===== src/rtl/wb_pkg.sv =====
// wb_pkg: shared types and sizing helpers for the writeback stage.
// Holds the serializer FSM state type, the default number of vector write
// beats and the derived beat-index / slice widths used by wb_stage and
// wb_vec_serializer.
package wb_pkg;

  // Serializer state: IDLE when no vector beats remain, VWR while a
  // multi-beat vector write is being streamed into the vector regfile.
  typedef enum logic {
    IDLE = 1'b0,
    VWR  = 1'b1
  } wbState_t;

  // Default geometry of the vector register write port.
  localparam int VWR_BEATS_DEF = 2;
  localparam int VECT_SIZE_DEF = 8;
  localparam int ELEM_SIZE_DEF = 8;
  localparam int VEC_W_DEF     = VECT_SIZE_DEF * ELEM_SIZE_DEF;

  // Width of the beat index; a single-beat port still needs one bit.
  function automatic int beatWidth(input int beats);
    return (beats > 1) ? $clog2(beats) : 1;
  endfunction

  // Width of the vector slice written per beat.
  function automatic int sliceWidth(input int vecW, input int beats);
    return vecW / beats;
  endfunction

  localparam int BEAT_W_DEF  = beatWidth(VWR_BEATS_DEF);
  localparam int SLICE_W_DEF = sliceWidth(VEC_W_DEF, VWR_BEATS_DEF);

endpackage


===== src/rtl/wb_vec_serializer.sv =====
// wb_vec_serializer: streams one captured vector result into the vector
// register file as VWR_BEATS consecutive slices, LSB slice first.
// Owns the IDLE/VWR state, the beat counter, the slice mux and the
// registered vecWe/vecBeat/vecData outputs. slotFree_o tells the stage
// whether a new entry may be accepted this cycle (idle, or showing the
// final beat so the next entry's beat 0 follows without a bubble).
module wb_vec_serializer
  import wb_pkg::*;
#(
  parameter int VEC_W     = VEC_W_DEF,
  parameter int VWR_BEATS = VWR_BEATS_DEF,
  localparam int SLICE_W  = sliceWidth(VEC_W, VWR_BEATS),
  localparam int BEAT_W   = beatWidth(VWR_BEATS)
) (
  input  logic               clk_i,
  input  logic               rst_i,
  input  logic               start_i,
  input  logic [VEC_W-1:0]   startVec_i,
  input  logic [VEC_W-1:0]   heldVec_i,
  output logic               vecWe_o,
  output logic [BEAT_W-1:0]  vecBeat_o,
  output logic [SLICE_W-1:0] vecData_o,
  output logic               slotFree_o
);

  localparam logic [BEAT_W-1:0] LAST_BEAT = BEAT_W'(VWR_BEATS - 1);

  wbState_t           state;
  logic [BEAT_W-1:0]  beatCnt;
  logic [BEAT_W-1:0]  nextBeat;
  logic [SLICE_W-1:0] nextSlice;
  logic               lastBeat;

  // Select the slice of the held vector belonging to the following beat.
  always_comb begin
    nextBeat  = beatCnt + 1'b1;
    nextSlice = heldVec_i[nextBeat*SLICE_W +: SLICE_W];
  end

  assign lastBeat   = (beatCnt == LAST_BEAT);
  assign slotFree_o = (state == IDLE) || lastBeat;
  assign vecBeat_o  = beatCnt;

  // Beat sequencing: a start presents beat 0 straight from the incoming
  // vector, later beats come from the held copy, and the counter returns
  // to 0 once the last beat has been presented.
  always_ff @(posedge clk_i) begin
    if (rst_i) begin
      state     <= IDLE;
      beatCnt   <= '0;
      vecWe_o   <= 1'b0;
      vecData_o <= '0;
    end else if (start_i) begin
      state     <= (VWR_BEATS > 1) ? VWR : IDLE;
      beatCnt   <= '0;
      vecWe_o   <= 1'b1;
      vecData_o <= startVec_i[SLICE_W-1:0];
    end else if ((state == VWR) && !lastBeat) begin
      beatCnt   <= nextBeat;
      vecWe_o   <= 1'b1;
      vecData_o <= nextSlice;
    end else begin
      state     <= IDLE;
      beatCnt   <= '0;
      vecWe_o   <= 1'b0;
    end
  end

endmodule


===== src/rtl/wb_stage.sv =====
// wb_stage: pipeline writeback stage.
// Accepts one entry per valid/ready handshake, selects the integer and
// vector results (memory or ALU), writes the integer regfile in the cycle
// after acceptance and streams the vector result over VWR_BEATS cycles
// through wb_vec_serializer.
// Optional feature: define WB_FWD_EN to drive the forwarding ports back
// to execute; without it those ports are tied to zero.
module wb_stage
  import wb_pkg::*;
#(
  parameter int REGI_BITS = 4,
  parameter int VECT_BITS = 2,
  parameter int REGI_SIZE = 16,
  parameter int VECT_SIZE = VECT_SIZE_DEF,
  parameter int ELEM_SIZE = ELEM_SIZE_DEF,
  parameter int VWR_BEATS = VWR_BEATS_DEF,
  localparam int VEC_W    = ELEM_SIZE * VECT_SIZE,
  localparam int SLICE_W  = sliceWidth(VEC_W, VWR_BEATS),
  localparam int BEAT_W   = beatWidth(VWR_BEATS)
) (
  input  logic                 clk_i,
  input  logic                 rst_i,
  input  logic                 valid_i,
  output logic                 ready_o,
  input  logic [REGI_SIZE-1:0] ialu_res_i,
  input  logic [VEC_W-1:0]     valu_res_i,
  input  logic [VEC_W-1:0]     memo_res_i,
  input  logic                 flagMemRead_i,
  input  logic                 writeResultInt_i,
  input  logic                 writeResultV_i,
  input  logic [REGI_BITS-1:0] intRegDest_i,
  input  logic [VECT_BITS-1:0] vecRegDest_i,
  output logic                 intWe_o,
  output logic [REGI_BITS-1:0] intAddr_o,
  output logic [REGI_SIZE-1:0] intData_o,
  output logic                 vecWe_o,
  output logic [VECT_BITS-1:0] vecAddr_o,
  output logic [BEAT_W-1:0]    vecBeat_o,
  output logic [SLICE_W-1:0]   vecData_o,
  output logic                 fwdIntValid_o,
  output logic [REGI_BITS-1:0] fwdIntReg_o,
  output logic [REGI_SIZE-1:0] fwdIntData_o,
  output logic                 fwdVecValid_o,
  output logic [VECT_BITS-1:0] fwdVecReg_o,
  output logic [VEC_W-1:0]     fwdVecData_o
);

  logic                 slotFree;
  logic                 accept;
  logic                 intWrite;
  logic                 vecStart;
  logic [REGI_SIZE-1:0] intSel;
  logic [VEC_W-1:0]     vecSel;
  logic [VEC_W-1:0]     capVec;

  // Result source selection: memory read data overrides the ALUs.
  always_comb begin
    intSel = flagMemRead_i ? memo_res_i[REGI_SIZE-1:0] : ialu_res_i;
    vecSel = flagMemRead_i ? memo_res_i : valu_res_i;
  end

  // Register 0 is hardwired, so a write aimed at it is silently dropped.
  assign ready_o  = !rst_i && slotFree;
  assign accept   = valid_i && ready_o;
  assign intWrite = accept && writeResultInt_i && (intRegDest_i != '0);
  assign vecStart = accept && writeResultV_i;

  // Integer write port: one-cycle pulse carrying the captured address/data.
  always_ff @(posedge clk_i) begin
    if (rst_i) begin
      intWe_o   <= 1'b0;
      intAddr_o <= '0;
      intData_o <= '0;
    end else if (intWrite) begin
      intWe_o   <= 1'b1;
      intAddr_o <= intRegDest_i;
      intData_o <= intSel;
    end else begin
      intWe_o   <= 1'b0;
    end
  end

  // Hold the accepted vector and its destination for the remaining beats.
  always_ff @(posedge clk_i) begin
    if (rst_i) begin
      capVec    <= '0;
      vecAddr_o <= '0;
    end else if (vecStart) begin
      capVec    <= vecSel;
      vecAddr_o <= vecRegDest_i;
    end
  end

  wb_vec_serializer #(
    .VEC_W     (VEC_W),
    .VWR_BEATS (VWR_BEATS)
  ) u_serializer (
    .clk_i      (clk_i),
    .rst_i      (rst_i),
    .start_i    (vecStart),
    .startVec_i (vecSel),
    .heldVec_i  (capVec),
    .vecWe_o    (vecWe_o),
    .vecBeat_o  (vecBeat_o),
    .vecData_o  (vecData_o),
    .slotFree_o (slotFree)
  );

`ifdef WB_FWD_EN
  // Forwarding taps the registered write ports; the vector forward shows
  // the whole captured vector for every beat of the entry.
  assign fwdIntValid_o = intWe_o;
  assign fwdIntReg_o   = intAddr_o;
  assign fwdIntData_o  = intData_o;
  assign fwdVecValid_o = vecWe_o;
  assign fwdVecReg_o   = vecAddr_o;
  assign fwdVecData_o  = capVec;
`else
  assign fwdIntValid_o = 1'b0;
  assign fwdIntReg_o   = '0;
  assign fwdIntData_o  = '0;
  assign fwdVecValid_o = 1'b0;
  assign fwdVecReg_o   = '0;
  assign fwdVecData_o  = '0;
`endif

endmodule


===== config.mk =====
export PLATFORM = sky130hd
export DESIGN_NAME = wb_stage
export DESIGN_NICKNAME = d
export VERILOG_FILES = /design/src/rtl/wb_pkg.sv /design/src/rtl/wb_vec_serializer.sv /design/src/rtl/wb_stage.sv
export SDC_FILE = /design/constraint.sdc
export NUM_CORES = 1
export LEC_CHECK = 0
export CORE_MARGIN = 10
export CORE_UTILIZATION = 40
export DETAILED_ROUTE_END_ITERATION = 12
export HOLD_SLACK_MARGIN = 0.08
export PLACE_DENSITY_LB_ADDON = 0.3
export SLEW_MARGIN = 20
export SYNTH_ARGS = -nofsm -noshare
export SYNTH_HDL_FRONTEND = slang
export SYNTH_SLANG_ARGS = --single-unit

===== constraint.sdc =====
create_clock -name clk_i -period 4.2 [get_ports clk_i]
set_input_delay 0.84 -clock clk_i [delete_from_list [all_inputs] [get_ports clk_i]]
set_output_delay 0.84 -clock clk_i [all_outputs]
set_load 0.1 [all_outputs]

After elaboration in Yosys (flattened, before gate mapping)
Index checks and enable logic that the tools add are counted.
{"block": "op_classes", "bitwise_logic": 2, "n_eq_ne": 1, "shifts": 1, "addsub": 1, "reduce_logical": 12, "mux": 9}
{"operator": "two-way mux 32 bit", "n": 2}
{"operator": "two-way mux 64 bit", "n": 1}
{"operator": "variable part select 64 x 7 -> 32 bit", "n": 1}
{"operator": "two-way mux 16 bit", "n": 1}
{"operator": "logical AND 1 bit", "n": 6}
{"operator": "two-way mux 1 bit", "n": 5}
{"operator": "nonzero test 4 bit", "n": 1}
{"operator": "OR reduction 3 bit", "n": 1}
{"operator": "logical NOT 1 bit", "n": 2}
{"operator": "inequality test 2 x 1 -> 1 bit (second input constant)", "n": 1}
{"operator": "inverter 1 bit", "n": 2}
{"operator": "nonzero test 2 bit", "n": 1}
{"operator": "adder 1 bit (second input constant)", "n": 1}
{"operator": "logical OR 1 bit", "n": 1}
{"block": "totals", "in_bits": 156, "regBits": 122}

Depth between registers and ports, before layout
Gate-level depths: netlist of the first run.
{"block": "logic_depth", "word_depth": 7, "ltp_mapped": 7, "depth_no_buf": 4}

Hierarchy
From an unflattened synthesis of the first run, not the netlist that was laid out.
{"block": "hier_totals", "hier_cells": 661, "area_unflattened_um2": 6755.2}
{"module": "wb_stage", "area_per_inst_um2": 4822.1, "cells_per_inst": 471, "instances": 1, "seq_area_each_um2": 1741.7}
{"module": "wb_vec_serializer", "area_per_inst_um2": 1933.1, "cells_per_inst": 190, "instances": 1, "seq_area_each_um2": 700.7}

Least setup slack after synthesis of the first run
Ideal clock, no wire load.
{"block": "synth_timing", "path_type": "register to output", "from": "register u_serializer.beatCnt (netlist: u_serializer.vecBeat_o)", "to": "output ready_o", "path_stages_with_launch": 4, "arrival_time_ps": 2459, "slack_ps": 901, "n_path_buf": 1, "cell_sequence": "dfxtp_1 -> nor2b_1 -> nor2_1 -> clkbuf_1"}
{"block": "synth_via", "elab_chain_cells": 2}
{"element": "start: declaration", "line": "wb_vec_serializer.sv:29", "source": "logic [BEAT_W-1:0] beatCnt;"}
{"element": "start signal: assignment", "line": "wb_vec_serializer.sv:59", "source": "beatCnt <= nextBeat;"}
{"element": "logical OR 1 bit", "line": "wb_vec_serializer.sv:41", "source": "assign slotFree_o = (state == IDLE) || lastBeat;"}
{"element": "logical AND 1 bit", "line": "wb_stage.sv:63", "source": "assign ready_o = !rst_i && slotFree;"}
{"element": "end: declaration", "line": "wb_stage.sv:24", "source": "output logic ready_o,"}
No other way between the ends.

Worst setup path after layout of the first run
{"block": "layout_timing", "from": "input rst_i", "to": "output ready_o"}
{"block": "layout_via", "elab_chain_cells": 2}
{"element": "start: declaration", "line": "wb_stage.sv:22", "source": "input logic rst_i,"}
{"element": "logical NOT 1 bit", "line": "wb_stage.sv:63"}
{"element": "logical AND 1 bit", "line": "wb_stage.sv:63"}
No other way between the ends.

==> metrics.csv, run 1 <==
stage,metric,value,unit
status,status,"complete, no violations",
drt,post-route ant nets,0,
synthesis,post-synth top area share,36.0,%
synthesis,synthesized cell area,0.00501,sq mm
finish,fin area,0.00711,sq mm
synthesis,Synth async-reset ratio,0,%
die,number of top-level pins,302,
critical_path,Critical-path top delay cell,buf_4,
power,Clk pwr share,28.0,%
power,Psw,0.00107,W
sta,fin crit share,68.0,%
placement,Port Buf Inserts,213,
clock_tree,"CTS clk-pin slew, worst paths",0.06,ns
synthesis,distinct cell type count after synthesis,28,
synthesis,"Warnings, synthesis",0,
critical_path,CP dominant cell by count,buf_4,
critical_path,Worst R2R Start,u_serializer.vecBeat_o$_SDFF_PP0_,
worst_hold_path,HP Start,intAddr_o[0]$_SDFFE_PP0P_,
critical_path,endpoint class of the critical path,output port,
sta,final setup vio count,0,
power,sequential share of power,34.5,%
die,die area,0.0174,sq mm
clock_tree,TritonCTS clock tree,yes,
worst_hold_path,worst hold path type,flop to flop,
sta,final hold violations,0,
synthesis,cell count after synthesis,531,
drt,Residual DRC,0,
synthesis,post-synthesis sequential area ratio,36.0,%
drt,initial DRC count,338,
sta,Clock Skew,0.00518,ns
drt,vias,4378,
synthesis,"EDFF count, synth",0,
synthesis,Avg Inst Size Synth,9.43,sq um
global_route,first-pass GRT wire length,26500,microns
critical_path,Startpoint Class,primary input,
finish,Nets,866,
global_route,initial antenna violation count,0,
placement,placer congestion estimate,0.792,
critical_path,Critical Path Source,rst_i,
clock_tree,CTS Buffer Depth,2,
power,Int Pwr,0.00161,W
synthesis,"FF+latch count, synth",90,
global_route,number of global-route vias before repair,4655,
clock_tree,H-tree Lvls,3,
sta,fmax,0.350,GHz
sta,RSZ-0062 raised after global routing,false,
die,die height,132,microns
drt,Total Wirelength,17000,microns
global_route,grt total ovfl,0,
clock_tree,Post-CTS Resized,0,
finish,layout cells sized above 1,5.61,%
power,combinational share of power,37.5,%
synthesis,post-synth top area cell,dfxtp_1,
critical_path,CP required,3.36,ns
sta,Final Slew Violations,0,
finish,fillcell total,1049,
sta,Slew @ Worst Pin,1.04,ns
clock_tree,clk root buf,clkbuf_16,
drt,Via density,4.97,
power,static leakage,2.89,nW
die,starting density of the core,41.3,%
clock_tree,setup bufs post-CTS,0,
drt,wire per inst,19.3,microns
clock_tree,clock sinks,90,
critical_path,"Data arrival, critical path",2.01,ns
clock_tree,Clock Latency Late Sink,0.33,ns
power,switching share of power,40.0,%
finish,"Area growth, synth to finish",42.0,%
synthesis,Synth Flop Type,dfxtp_1,
die,Core Region,0.0121,sq mm
synthesis,ranking of synthesized cells by area,"dfxtp_1 (36%), mux2i_1 (16%), buf_4 (14%)",
die,die width,132,microns
global_route,Total GRT Usage,18.6,%
power,total power,0.00268,W
synthesis,"top cells by count, synth","buf_4 (92), dfxtp_1 (90), mux2i_1 (80), a211oi_1 (41), a21oi_1 (36)",
sta,final setup TNS,0,ns
drt,first-pass iteration count of the detailed router,5,
global_route,largest net degree at the start of global routing,71,
placement,dpl cell area,0.00682,sq mm
power,peak supply drop,0.163,mV
sta,min Tclk post-route,2.85,ns
power,pwr/cell area,378,mW/mm^2
die,# rows,40,
synthesis,"count leader, synth",buf_4,
job,number of max-cap violations,0,
critical_path,CP cell instances,buf_2 -> nor2_2 -> buf_4 -> buf_4,
critical_path,maximum fanout along the worst path,33,
critical_path,Crit Path Class,primary input to output port,
clock_tree,# hold bufs at CTS,0,
sta,Rel. slew slack,30.4,%
critical_path,CP max stage delay,0.37,ns
finish,ant diodes,0,
placement,detailed placer's ending HPWL,13200,microns
clock_tree,total CTS buffers,9,
==> power groups by stage <==
stage | sequential, W | clock (W) | combinational (W)
3_3_place_gp | 0.000943 | 0 | 0.000997
5_1_grt | 0.000931 | 0.000811 | 0.00105
6_report | 0.000927 | 0.000751 | 0.00101
4_1_cts | 0.000927 | 0.000767 | 0.00101
2_1_floorplan | 0.00115 | 0 | 0.000598
3_5_place_dp | 0.000945 | 0 | 0.00100
==> cell type report <==
type / count / area (sq um) / share of cell area, %
Clock buffer: 12 / 267 / 3.75
Clock inverter: 2 / 12.5 / 0.176
Inverter: 2 / 10.0 / 0.141
Multi-Input combinational cell: 387 / 2630 / 37.0
Sequential cell: 90 / 1800 / 25.4
Tap cell: 168 / 210 / 2.96
Timing Repair Buffer: 220 / 2180 / 30.7
==> placed cells by master, fill, tap and decap left out, types with 2 or more instances in the layout <==
cell	count
nand2_1	34
a211oi_2	7
clkbuf_8	3
a32o_1	34
clkbuf_16	9
o21ai_0	2
nand3_1	4
conb_1	88
a31oi_1	16
a211oi_1	41
dfxtp_1	90
o21ai_1	2
nand2b_1	32
nor2_2	2
a21oi_1	36
clkdlybuf4s50_1	210
mux2i_1	80
buf_4	8
==> kinds of logic after synthesis <==
kind of cell | share of synthesized area [%]
buffers and inverters | 18.3
AO/OA/AOI/OAI | 20.7
AND/OR/NAND/NOR | 8.92
flip-flops | 36.0
multiplexers | 16.0
other | 0.0749
==> state kept, by name, summed over array words and instances (netlist names) <==
register	flops
capVec	32
u_serializer.vecData_o	32
intData_o	16
intAddr_o	4
vecAddr_o	2
intWe_o	1
u_serializer.state	1
u_serializer.vecBeat_o	1
u_serializer.vecWe_o	1
==> per-layer routing <==
layer | vias up | global-route usage [%] | wire [microns]
met1 | 2023 | 21.8 | 6970
li1 | 2101 | - | -
met5 | - | 0 | 0
met4 | 0 | 5.81 | 252
met3 | 18 | 7.51 | 1570
met2 | 236 | 30.2 | 8250
==> worst max-delay path, delay by kind of cell <==
kind,cells,cell delay (ns)
buf+inv,3,0.99
simple gates,1,0.16
==> per-stage QoR <==
stage / std cells / hold slack [ns] / worst slack (ns) / utilization [%]
after global placement: 867 / 0.439 / 1.24 / 56.3
after CTS: 881 / 0.471 / 1.34 / 58.6
after detailed placement: 867 / 0.459 / 1.14 / 56.3
after global routing: 881 / 0.481 / 1.26 / 58.7
after floorplan: 618 / 0.443 / 0.901 / -
final: 881 / 0.464 / 1.35 / 58.7
==> worst paths after layout <==
path / endpoint / slack [ns] / cells after the start
worst min-delay path: intAddr_o[0]$_SDFFE_PP0P_ / 0.46 / 2
worst min register to register: intAddr_o[0]$_SDFFE_PP0P_ / 0.46 / 2
worst max register to register: intData_o[7]$_SDFFE_PP0P_ / 2.47 / 5
worst max-delay path: ready_o / 1.35 / 4
(Power assumes the default switching activity.)
==> inputs of run 2 (changes only) <==
--- a/config.mk
+++ b/config.mk
@@ -6,7 +6,7 @@
 export NUM_CORES = 1
 export LEC_CHECK = 0
 export CORE_MARGIN = 10
-export CORE_UTILIZATION = 40
+export CORE_UTILIZATION = 34
 export DETAILED_ROUTE_END_ITERATION = 12
 export HOLD_SLACK_MARGIN = 0.08
 export PLACE_DENSITY_LB_ADDON = 0.3
==> constraint.sdc (replaced) <==
create_clock -name clk_i -period 2.6 [get_ports clk_i]
set_input_delay 0.52 -clock clk_i [delete_from_list [all_inputs] [get_ports clk_i]]
set_output_delay 0.52 -clock clk_i [all_outputs]
set_load 0.1 [all_outputs]
==> metrics.csv, run 2 (synthesis gave the netlist of run 1 again) <==
stage,metric,value,unit
power,pwr/cell area,625,mW/mm^2
global_route,Total GRT Usage,16.4,%
drt,wire per inst,19.2,microns
critical_path,CP max stage delay,0.68,ns
critical_path,CP cell instances,clkdlybuf4s50_1 -> or4_4 -> nand3_4 -> inv_4 -> a211oi_1,
sta,Final Slew Violations,0,
power,peak supply drop,0.280,mV
finish,"commonest non-fill, non-tap cell in the layout",clkdlybuf4s50_1,
die,die width,141,microns
placement,placer congestion estimate,0.811,
clock_tree,TritonCTS clock tree,yes,
finish,biggest registers after layout,"capVec: 32 flops, u_serializer.vecData_o: 32 flops, intData_o: 16 flops",
die,die height,141,microns
critical_path,Startpoint Class,primary input,
sta,final hold violations,0,
critical_path,Crit path buffers/inverters,2,
critical_path,endpoint class of the critical path,flop,
drt,Residual DRC,0,
sta,final setup TNS,0,ns
global_route,grt total ovfl,0,
drt,initial DRC count,170,
sta,min Tclk post-route,1.88,ns
finish,Nets,874,
sta,Rel. slew slack,38.1,%
die,die area,0.0200,sq mm
status,status,"complete, no violations",
clock_tree,total CTS buffers,9,
job,number of max-cap violations,0,
critical_path,maximum fanout along the worst path,19,
critical_path,"Data arrival, critical path",2.13,ns
drt,first-pass iteration count of the detailed router,6,
global_route,initial antenna violation count,0,
worst_hold_path,worst hold path type,flop to flop,
finish,fillcell total,1379,
clock_tree,Clock Latency Late Sink,0.34,ns
finish,"Cell Count, Final, Fillers Out",907,
global_route,largest net degree at the start of global routing,57,
finish,most frequent cells in the layout,"clkdlybuf4s50_1 (153), dfxtp_1 (90), conb_1 (88)",
die,number of top-level pins,302,
placement,detailed placer's ending HPWL,13600,microns
clock_tree,Post-CTS Resized,0,
drt,post-route ant nets,0,
clock_tree,CTS Buffer Depth,2,
drt,Total Wirelength,17400,microns
critical_path,CP required,2.85,ns
global_route,first-pass GRT wire length,26300,microns
power,static leakage,3.06,nW
finish,"Area growth, synth to finish",41.8,%
sta,fin crit share,72.3,%
clock_tree,# hold bufs at CTS,0,
critical_path,worst reg-to-reg setup slack,0.84,ns
critical_path,Critical-path top delay cell,or4_4,
clock_tree,clk root buf,clkbuf_16,
sta,Slew @ Worst Pin,0.926,ns
die,starting density of the core,34.6,%
drt,vias,4402,
power,total power,0.00443,W
clock_tree,setup bufs post-CTS,0,
sta,Clock Skew,0.00597,ns
sta,RSZ-0062 raised after global routing,false,
drt,Via density,4.85,
sta,fmax,0.532,GHz
clock_tree,clock sinks,90,
finish,ant diodes,0,
sta,final setup vio count,0,
clock_tree,H-tree Lvls,3,
clock_tree,"CTS clk-pin slew, worst paths",0.07,ns
critical_path,"CP delay by family, top",simple AND/OR/NAND/NOR gates,
die,Core Region,0.0145,sq mm
finish,layout cells sized above 1,14.7,%
die,# rows,44,
global_route,number of global-route vias before repair,4754,
placement,placed cells,891,
placement,Port Buf Inserts,213,
critical_path,Crit Path Class,primary input to flop,
[run 2: changes by cell type in the layout (fill, tap and decap cells not counted), sizes merged]
| cell | before | now |
|---|---|---|
| clkdlybuf4s50 | 210 | 153 |
| clkbuf | 12 | 11 |
| buf | 10 | 75 |
| clkinvlp | 1 | 0 |
| clkinv | 1 | 4 |
| bufinv | 0 | 1 |
[run 2: cell type report]
class                           instances  area, sq um  area share (%)
Clock buffer                           11          243            3.42
Clock inverter                          5         53.8           0.758
Inverter                                2         10.0           0.141
Multi-Input combinational cell        387         2630            37.1
Sequential cell                        90         1800            25.4
Tap cell                              184          230            3.24
Timing Repair Buffer                  228         2130            30.0
[run 2: metrics by stage]
step	cell area [sq um]	utilization [%]	hold slack (ns)	setup slack [ns]
after floorplan	5330	-	0.443	0.0922
after global placement	6800	47.0	0.442	0.420
after detailed placement	6800	47.0	0.453	0.373
after CTS	7100	49.0	0.462	0.730
after global routing	7100	49.0	0.481	0.593
final	7100	49.0	0.460	0.721
[run 2: tightest hold or removal path: cells and delay by family, from the launching register on]
family           cells  cell delay, ns
flip-flops           1            0.31
AO/OA/AOI/OAI        1            0.05
AND/OR/NAND/NOR      1            0.05
[run 2: power breakdown]
part / internal [W] / total (W) / switching (W)
clock network: 0.000769 / 0.00131 / 0.000543
logic: 0.000426 / 0.00163 / 0.00120
registers: 0.00145 / 0.00150 / 0.0000410
total: 0.00265 / 0.00443 / 0.00178
[run 2: metal layers]
metal  vias to the layer above  GRT usage (%)  part of all wire [%]
met1                      2049           17.8                    38
met3                        16           7.14                    11
met2                       215           28.0                    49
li1                       2122              -                     -
met4                         0           5.16                   1.3
met5                         -              0                     0
[run 2: path summary, 6_finish.rpt]
check | start | endpoint | cells after the start
worst max-delay path | intRegDest_i[3] | intData_o[7]$_SDFFE_PP0P_ | 5
worst min-delay path | intAddr_o[1]$_SDFFE_PP0P_ | intAddr_o[1]$_SDFFE_PP0P_ | 2
worst max register to register | u_serializer.vecBeat_o$_SDFF_PP0_ | intData_o[7]$_SDFFE_PP0P_ | 5
worst min register to register | intAddr_o[1]$_SDFFE_PP0P_ | intAddr_o[1]$_SDFFE_PP0P_ | 2
